File: src/rtl/jamma_input_scanner.sv
// JAMMA player/coin input scanner: alternates the P1/P2 mux select, samples both
// buses, debounces all 18 inputs per scan and stretches coin pulses.
module jamma_input_scanner #(
  parameter int SETTLE_CYCLES   = 16,
  parameter int DEBOUNCE_SCANS  = 4,
  parameter int COIN_HOLD_SCANS = 8
) (
  input  logic       I_CLK,
  input  logic       I_RESET,
  input  logic [7:0] I_JJOY,
  input  logic [5:0] I_JOYSTICK,
  input  logic [1:0] I_JCOIN,
  output logic       O_JSELECT,
  output logic [7:0] O_JOY1,
  output logic [7:0] O_JOY2,
  output logic [1:0] O_COIN,
  output logic       O_SCAN_DONE
);

  localparam int CW = $clog2(DEBOUNCE_SCANS + 1);
  localparam logic [CW-1:0] DEB_LIMIT   = CW'(DEBOUNCE_SCANS);
  localparam logic [7:0]    SETTLE_LAST = 8'(SETTLE_CYCLES - 1);
  localparam logic [7:0]    HOLD_LOAD   = 8'(COIN_HOLD_SCANS);

  typedef enum logic [2:0] {
    SEL1_SETTLE = 3'd0,
    SAMPLE1     = 3'd1,
    SEL2_SETTLE = 3'd2,
    SAMPLE2     = 3'd3,
    UPDATE      = 3'd4
  } state_t;

  state_t        state_q, state_d;
  logic [7:0]    settle_q, settle_d;
  logic          jselect_q, jselect_d;
  logic [7:0]    raw1_q, raw1_d;
  logic [7:0]    raw2_q, raw2_d;
  logic [1:0]    rawc_q, rawc_d;
  logic [17:0]   deb_q, deb_d;
  logic [CW-1:0] cnt_q [18];
  logic [CW-1:0] cnt_d [18];
  logic [7:0]    hold_q [2];
  logic [7:0]    hold_d [2];
  logic [1:0]    coin_q, coin_d;
  logic [17:0]   raw_all;

  // Bit layout shared by raw and debounced vectors: [7:0]=P1, [15:8]=P2, [17:16]=coins.
  assign raw_all = {rawc_q, raw2_q, raw1_q};

  always_comb begin
    state_d  = state_q;
    settle_d = settle_q;
    raw1_d   = raw1_q;
    raw2_d   = raw2_q;
    rawc_d   = rawc_q;
    deb_d    = deb_q;
    cnt_d    = cnt_q;
    hold_d   = hold_q;
    coin_d   = coin_q;

    case (state_q)
      SEL1_SETTLE: begin
        if (settle_q == SETTLE_LAST) begin
          state_d  = SAMPLE1;
          settle_d = '0;
        end else begin
          settle_d = settle_q + 8'd1;
        end
      end
      SAMPLE1: begin
        raw1_d   = I_JJOY & {2'b11, I_JOYSTICK};
        rawc_d   = I_JCOIN;
        settle_d = '0;
        state_d  = SEL2_SETTLE;
      end
      SEL2_SETTLE: begin
        if (settle_q == SETTLE_LAST) begin
          state_d  = SAMPLE2;
          settle_d = '0;
        end else begin
          settle_d = settle_q + 8'd1;
        end
      end
      SAMPLE2: begin
        raw2_d  = I_JJOY;
        state_d = UPDATE;
      end
      UPDATE: begin
        state_d  = SEL1_SETTLE;
        settle_d = '0;
        for (int i = 0; i < 18; i++) begin
          if (raw_all[i] == deb_q[i]) begin
            cnt_d[i] = '0;
          end else if (cnt_q[i] + CW'(1) == DEB_LIMIT) begin
            deb_d[i] = raw_all[i];
            cnt_d[i] = '0;
          end else begin
            cnt_d[i] = cnt_q[i] + CW'(1);
          end
        end
        // Release checks the pre-decrement hold so the coin stays low for a full
        // COIN_HOLD_SCANS updates after the one that asserted it.
        for (int n = 0; n < 2; n++) begin
          if (deb_q[16+n] && !deb_d[16+n]) begin
            coin_d[n] = 1'b0;
            hold_d[n] = HOLD_LOAD;
          end else begin
            if (hold_q[n] != 8'd0) hold_d[n] = hold_q[n] - 8'd1;
            if (hold_q[n] == 8'd0 && deb_d[16+n]) coin_d[n] = 1'b1;
          end
        end
      end
      default: state_d = SEL1_SETTLE;
    endcase

    jselect_d = (state_d == SEL2_SETTLE) || (state_d == SAMPLE2);
  end

  always_ff @(posedge I_CLK) begin
    if (I_RESET) begin
      state_q   <= SEL1_SETTLE;
      settle_q  <= '0;
      jselect_q <= 1'b0;
      raw1_q    <= '1;
      raw2_q    <= '1;
      rawc_q    <= '1;
      deb_q     <= '1;
      coin_q    <= '1;
      for (int i = 0; i < 18; i++) cnt_q[i] <= '0;
      for (int n = 0; n < 2; n++) hold_q[n] <= '0;
    end else begin
      state_q   <= state_d;
      settle_q  <= settle_d;
      jselect_q <= jselect_d;
      raw1_q    <= raw1_d;
      raw2_q    <= raw2_d;
      rawc_q    <= rawc_d;
      deb_q     <= deb_d;
      coin_q    <= coin_d;
      cnt_q     <= cnt_d;
      hold_q    <= hold_d;
    end
  end

  assign O_JSELECT   = jselect_q;
  assign O_JOY1      = deb_q[7:0];
  assign O_JOY2      = deb_q[15:8];
  assign O_COIN      = coin_q;
  assign O_SCAN_DONE = (state_q == UPDATE);

endmodule

File: config.mk
export PLATFORM = sky130hd
export DESIGN_NAME = jamma_input_scanner
export DESIGN_NICKNAME = d
export VERILOG_FILES = /design/src/rtl/jamma_input_scanner.sv
export SDC_FILE = /design/constraint.sdc
export NUM_CORES = 1
export LEC_CHECK = 0
export ABC_CLOCK_PERIOD_IN_PS = 3300
export CAP_MARGIN = 20
export CORE_MARGIN = 10
export CORE_UTILIZATION = 60
export DETAILED_ROUTE_END_ITERATION = 10
export PLACE_DENSITY = 0.86
export SLEW_MARGIN = 20
export SYNTH_ARGS = -nofsm -noshare
export SYNTH_HDL_FRONTEND = slang
export SYNTH_SLANG_ARGS = --single-unit
File: constraint.sdc
create_clock -name I_CLK -period 3.3 [get_ports I_CLK]
set_input_delay 0.66 -clock I_CLK [delete_from_list [all_inputs] [get_ports I_CLK]]
set_output_delay 0.66 -clock I_CLK [all_outputs]
set_load 0.005 [all_outputs]
==> results of run 1 <==
[registers in the layout, summed over array words and instances, names as in the netlist]
register / count
O_COIN: 2
O_JSELECT: 1
cnt_q: 54
deb_q: 18
hold_q: 16
raw1_q: 8
raw2_q: 8
rawc_q: 2
settle_q: 8
state_q: 3
[cells by family (layout without fill, tap and decap cells)]
group	after synthesis	in the layout	synth area share, %
AO/OA/AOI/OAI	137	137	18.8
XOR/XNOR	42	42	5.79
adder cells (fa/ha/maj)	42	42	8.23
buffers and inverters	59	83	5.18
flip-flops	120	120	37.8
multiplexers	18	18	2.84
AND/OR/NAND/NOR	288	288	21.4
[per-stage QoR]
stage	util (%)	hold slack (ns)	worst slack, ns	area [um^2]	cells
floorplan	-	0.444	1.48	6350	706
global placement	64.3	0.462	1.13	6640	834
detailed placement	64.3	0.470	1.09	6640	834
CTS	70.7	0.483	0.541	7290	866
global route	70.7	0.499	0.448	7290	866
finish	70.7	0.480	0.550	7290	866
[power by group]
part           switching (mW)  leakage (nW)  internal, mW
clock                   0.671         0.313          1.36
combinational          0.0435          1.71        0.0279
sequential            0.00427         0.968          1.45
total                   0.719          2.99          2.84
[path summary, 6_finish.rpt]
check                              start                      end  slack [ns]  depth (start not counted)
setup / recovery   state_q[2]$_SDFF_PP0_              O_SCAN_DONE        0.55                          3
hold / removal    hold_q[5]$_SDFFE_PP0P_   hold_q[5]$_SDFFE_PP0P_        0.48                          2
setup reg to reg   state_q[2]$_SDFF_PP0_  hold_q[11]$_SDFFE_PP0P_        1.20                          6
hold reg to reg   hold_q[5]$_SDFFE_PP0P_   hold_q[5]$_SDFFE_PP0P_        0.48                          2
[worst min-delay path, stage by stage (launching register included)]
cell	delay [ns]
sky130_fd_sc_hd__dfxtp_1	0.31
sky130_fd_sc_hd__inv_1	0.05
sky130_fd_sc_hd__o22ai_1	0.07
[layer usage]
metal	global-route usage, %	routed length (um)	vias up	part of all wire, %
met2	34.1	7230	140	51
li1	-	-	2538	-
met5	0	0	-	0
met3	5.24	728	37	5.1
met1	21.5	6040	2555	42
met4	8.03	297	0	2.1
[cell usage in the layout (no fill, tap or decap), drive strengths merged, types with 5 or more instances in the layout]
master         count
clkdlybuf4s50     36
nand2             77
ha                41
bufinv             5
inv               10
o21ai             23
nor3b             12
dfxtp            120
xor2              18
xnor2             24
nor2              80
a2111oi           16
mux2i             18
a22oi             22
nor4               7
nor3              28
buf                5
nand3b             8
a21oi             50
nand4              6
nand3             56
clkbuf            20
[layout make-up]
type	instances	area (um^2)	area share (%)
Multi-Input combinational cell	527	3620	49.7
Sequential cell	120	2400	32.9
Clock buffer	20	455	6.24
Timing Repair Buffer	41	408	5.59
Clock inverter	12	196	2.69
Tap cell	136	170	2.33
Inverter	10	37.5	0.515
==> out/summary.txt, run 1 <==
Run status -> completed
Post-detailed-route via-to-cell ratio -> 6.09
Kind of path behind the tightest hold check -> flop to flop
CTS sink cnt -> 120
Leading cell type by number of instances after synthesis -> sky130_fd_sc_hd__dfxtp_1
Startpoint type of the worst setup path -> flop
Quantity of hold-fixing buffers added after cts -> 0
Crit-path max FO -> 12
Number of levels in the clock H-tree -> 4
Clock Pin Slew Worst Setup and Hold Paths -> 0.06 ns
DR DRC count -> 0
Average detailed-routed wire length per instance -> 16.5 um
Nets@finish -> 776
Max_cap viols -> 0
Number of post-CTS setup repair buffers -> 0
Initial core utilization -> 61.5%
Buffer and inverter count on the worst path -> 2
Global-route wire length before repair -> 24100 um
Clock buffer count from CTS -> 17
Cells along the critical path -> or3b_4 > inv_2 > clkdlybuf4s50_1
Cell leakage power -> 3.00 nW
Crit share post-route -> 83.3%
Critical path's top delay family -> buffers and inverters
Power, Total -> 3.56 mW
Iteration-0 DRC Markers -> 474
Half-perimeter wire length after detailed placement -> 9140 um
Vias after detailed routing -> 5270
Layout cell share with drive strength beyond 1 -> 8.49%
Synthesized netlist net count -> 765
Gate count of the mapped netlist -> 706
Total negative setup slack -> 0 ns
Total wirelength of the detailed-routed design -> 14300 um
Required time worst endpoint -> 2.64 ns
Critical path arrival -> 2.09 ns
P&R area growth vs syn -> 14.8%
Critical Path Max Stage Delay -> 0.53 ns
Antenna violations before repair -> 0
Cell area power density -> 488 nW/um^2
First-pass DRT Iterations -> 6
Total GRT Usage -> 19.3%
Chip width -> 123 um
TritonCTS clock tree -> done
Cells resized by post-CTS repair -> 0
Count of flip-flops with a built-in enable after synthesis -> 0
Count of boundary I/O pins -> 38
Largest vdd supply drop -> 0.397 mV
Synthesized flop and latch total -> 120
Cell Area, Synth -> 6350 um^2
Count of endpoints failing hold in the final timing report -> 0
Gp weighted congestion -> 0.839
Die outline height -> 123 um
Biggest area consumer among synthesized cells -> sky130_fd_sc_hd__dfxtp_1
Antenna diodes -> 0
Max-slew violation total from the final report -> 0
Sequential fraction of the synthesis area -> 37.8%
Total Die Area -> 15100 um^2
Endpoints failing setup -> 0
Post-route clock skew -> 0.00430 ns
Master of the slowest instance on the critical path -> sky130_fd_sc_hd__dfxtp_1
Worst-Margin Slew -> 0.893 ns
Std-Cell Core Area -> 10300 um^2
Largest net degree at the start of global routing -> 107
Most frequent cells after synthesis -> 120 x sky130_fd_sc_hd__dfxtp_1, 80 x sky130_fd_sc_hd__nor2_1, 77 x sky130_fd_sc_hd__nand2_1
Syn avg cell area -> 9.00 um^2
Area share of the largest cell type after synthesis -> 37.8%
Root buf cell -> sky130_fd_sc_hd__clkbuf_8
Max-Slew Margin vs Limit -> 40.5%
Filler cell count -> 730
Clock Latency Late Sink -> 0.53 ns
ANT nets after route -> 0
Crit Path Class -> flop to output pin
Max clock buf depth -> 2
RSZ-0062 raised after global routing -> no
Cell types with the largest area share after synthesis -> sky130_fd_sc_hd__dfxtp_1 38%, sky130_fd_sc_hd__ha_1 8.1%, sky130_fd_sc_hd__a2111oi_4 6.9%
Post-synthesis cell type count -> 54
PortBufs -> 37
Share of flip-flops with an asynchronous set or reset -> 0%
F_max -> 364 MHz
Clock period minus final worst setup slack -> 2.75 ns
Gr ovfl total -> 0
Placement Rows -> 37
Synthesis Warnings -> 0
Endpoint type of the worst setup path -> output pin
Primary FF master, synth -> sky130_fd_sc_hd__dfxtp_1
Vias in the first global route -> 5276
Note: power is estimated with default switching activity, not from simulation.
==> run 2, diff against run 1 <==
--- a/config.mk
+++ b/config.mk
@@ -5,12 +5,12 @@
 export SDC_FILE = /design/constraint.sdc
 export NUM_CORES = 1
 export LEC_CHECK = 0
-export ABC_CLOCK_PERIOD_IN_PS = 3300
+export ABC_CLOCK_PERIOD_IN_PS = 2300
 export CAP_MARGIN = 20
 export CORE_MARGIN = 10
-export CORE_UTILIZATION = 60
+export CORE_UTILIZATION = 54
 export DETAILED_ROUTE_END_ITERATION = 10
-export PLACE_DENSITY = 0.86
+export PLACE_DENSITY = 0.82
 export SLEW_MARGIN = 20
 export SYNTH_ARGS = -nofsm -noshare
 export SYNTH_HDL_FRONTEND = slang
==> constraint.sdc (replaced) <==
create_clock -name I_CLK -period 2.3 [get_ports I_CLK]
set_input_delay 0.46 -clock I_CLK [delete_from_list [all_inputs] [get_ports I_CLK]]
set_output_delay 0.46 -clock I_CLK [all_outputs]
set_load 0.005 [all_outputs]
==> out/summary.txt, run 2 (synthesis results as in run 1) <==
Cell area power density -> 674 nW/um^2
Average detailed-routed wire length per instance -> 15.4 um
Sw Share -> 19.8%
Register with the most flip-flops -> cnt_q
Most common cell after layout, fill and taps aside -> sky130_fd_sc_hd__dfxtp_1
PortBufs -> 37
Clock period minus final worst setup slack -> 2.02 ns
Count of boundary I/O pins -> 38
Largest vdd supply drop -> 0.511 mV
Required time worst endpoint -> 1.84 ns
Endpoints failing setup -> 0
Max-Slew Margin vs Limit -> 63.4%
Placement Rows -> 39
Layout cell share with drive strength beyond 1 -> 9.08%
Run status -> completed
Top Registers -> cnt_q (54), deb_q (18), hold_q (16)
Max_cap viols -> 0
Total Die Area -> 16500 um^2
DR DRC count -> 0
FF-to-FF path depth -> 5
Global-route wire length before repair -> 23600 um
Antenna violations before repair -> 0
Highest-count cells in the layout ignoring fill and taps -> 119 x sky130_fd_sc_hd__dfxtp_1, 80 x sky130_fd_sc_hd__nor2_1, 77 x sky130_fd_sc_hd__nand2_1
Kind of path behind the tightest hold check -> input pin to flop
Total GRT Usage -> 17.2%
P&R area growth vs syn -> 15.2%
Max FFs per register -> 54
Endpoint type of the worst setup path -> output pin
Part of the power in the clock network -> 55.4%
Post-route clock skew -> 0.00517 ns
Nets@finish -> 784
CTS sink cnt -> 120
ANT nets after route -> 0
TritonCTS clock tree -> done
First-pass DRT Iterations -> 5
Total negative setup slack -> 0 ns
Reg power frac -> 42.4%
Vias in the first global route -> 5070
Net load switching power -> 0.975 mW
F_max -> 495 MHz
Iteration-0 DRC Markers -> 425
Count of endpoints failing hold in the final timing report -> 0
Clock buffer count from CTS -> 17
Max clock buf depth -> 2
Initial core utilization -> 55.4%
Critical path arrival -> 1.56 ns
Die outline height -> 128 um
Antenna diodes -> 0
Cell leakage power -> 3.03 nW
Crit share post-route -> 87.9%
Crit Path Class -> flop to output pin
Worst-Margin Slew -> 0.549 ns
Portion of total power attributed to combinational logic -> 2.1%
Root buf cell -> sky130_fd_sc_hd__clkbuf_16
Std-Cell Core Area -> 11500 um^2
Cells along the critical path -> or3b_4 > inv_2 > dlygate4sd2_1
Total wirelength of the detailed-routed design -> 13600 um
Clock Latency Late Sink -> 0.42 ns
Clock Pin Slew Worst Setup and Hold Paths -> 0.05 ns
Crit-path max FO -> 9
Post-detailed-route via-to-cell ratio -> 5.82
Power, Total -> 4.93 mW
Internal power component -> 3.96 mW
Max-slew violation total from the final report -> 0
Largest net degree at the start of global routing -> 107
Startpoint type of the worst setup path -> flop
Master of the slowest instance on the critical path -> sky130_fd_sc_hd__or3b_4
Gp weighted congestion -> 0.869
Gr ovfl total -> 0
Vias after detailed routing -> 5126
Number of levels in the clock H-tree -> 4
RSZ-0062 raised after global routing -> no
Chip width -> 128 um
Half-perimeter wire length after detailed placement -> 9430 um
Hold depth -> 2
Critical Path Max Stage Delay -> 0.42 ns
==> run 2: worst paths after layout <==
path                                start                       to  slack, ns
hold reg to reg   hold_q[13]$_SDFFE_PP0P_  hold_q[13]$_SDFFE_PP0P_       0.48
setup reg to reg    state_q[1]$_SDFF_PP0_   hold_q[0]$_SDFFE_PP0P_       0.46
hold / removal                    I_RESET    cnt_q[7]$_SDFFE_PP0P_       0.41
setup / recovery    state_q[1]$_SDFF_PP0_              O_SCAN_DONE       0.28
==> run 2: cell type report <==
type,instances,area [um^2]
Tap cell,143,179
Timing Repair Buffer,49,467
Inverter,10,37.5
Clock inverter,10,150
Fill cell,887,4150
Clock buffer,22,454
Multi-Input combinational cell,527,3620
Sequential cell,120,2410
==> run 2: through the flow <==
step	util [%]	area, um^2	cells	hold WS, ns	setup WS (ns)
floorplan	-	6350	706	0.444	0.676
global placement	58.5	6710	849	0.466	0.411
detailed placement	58.5	6710	849	0.476	0.385
CTS	63.8	7320	881	0.397	0.256
global route	63.8	7320	881	0.411	0.224
finish	63.8	7320	881	0.410	0.279
==> run 2: critical path, delay by kind of cell, from the launching register on <==
family        cells  cell delay (ns)
buf+inv           2             0.35
flops             1             0.37
simple gates      1             0.42
==> run 2: metal layers <==
layer	up-vias	part of all wire, %	GRT usage, %
li1	2555	-	-
met3	17	4.6	4.35
met5	-	0	0
met4	0	1.5	7.81
met1	2449	44	20.0
met2	105	50	29.2
==> run 2: power by group through the flow <==
stage,logic [mW],registers (mW),clock network [mW]
finish,0.106,2.09,2.73
global route,0.115,2.09,2.87
CTS,0.105,2.09,2.77
detailed placement,0.104,2.14,0
global placement,0.102,2.14,0
floorplan,0.0523,2.14,0
==> run 2: what timing repair did <==
action                     CTS  global route
buffers inserted             0             0
hold buffers                 0             0
gates resized for setup      3             0
setup endpoints to repair    1             0
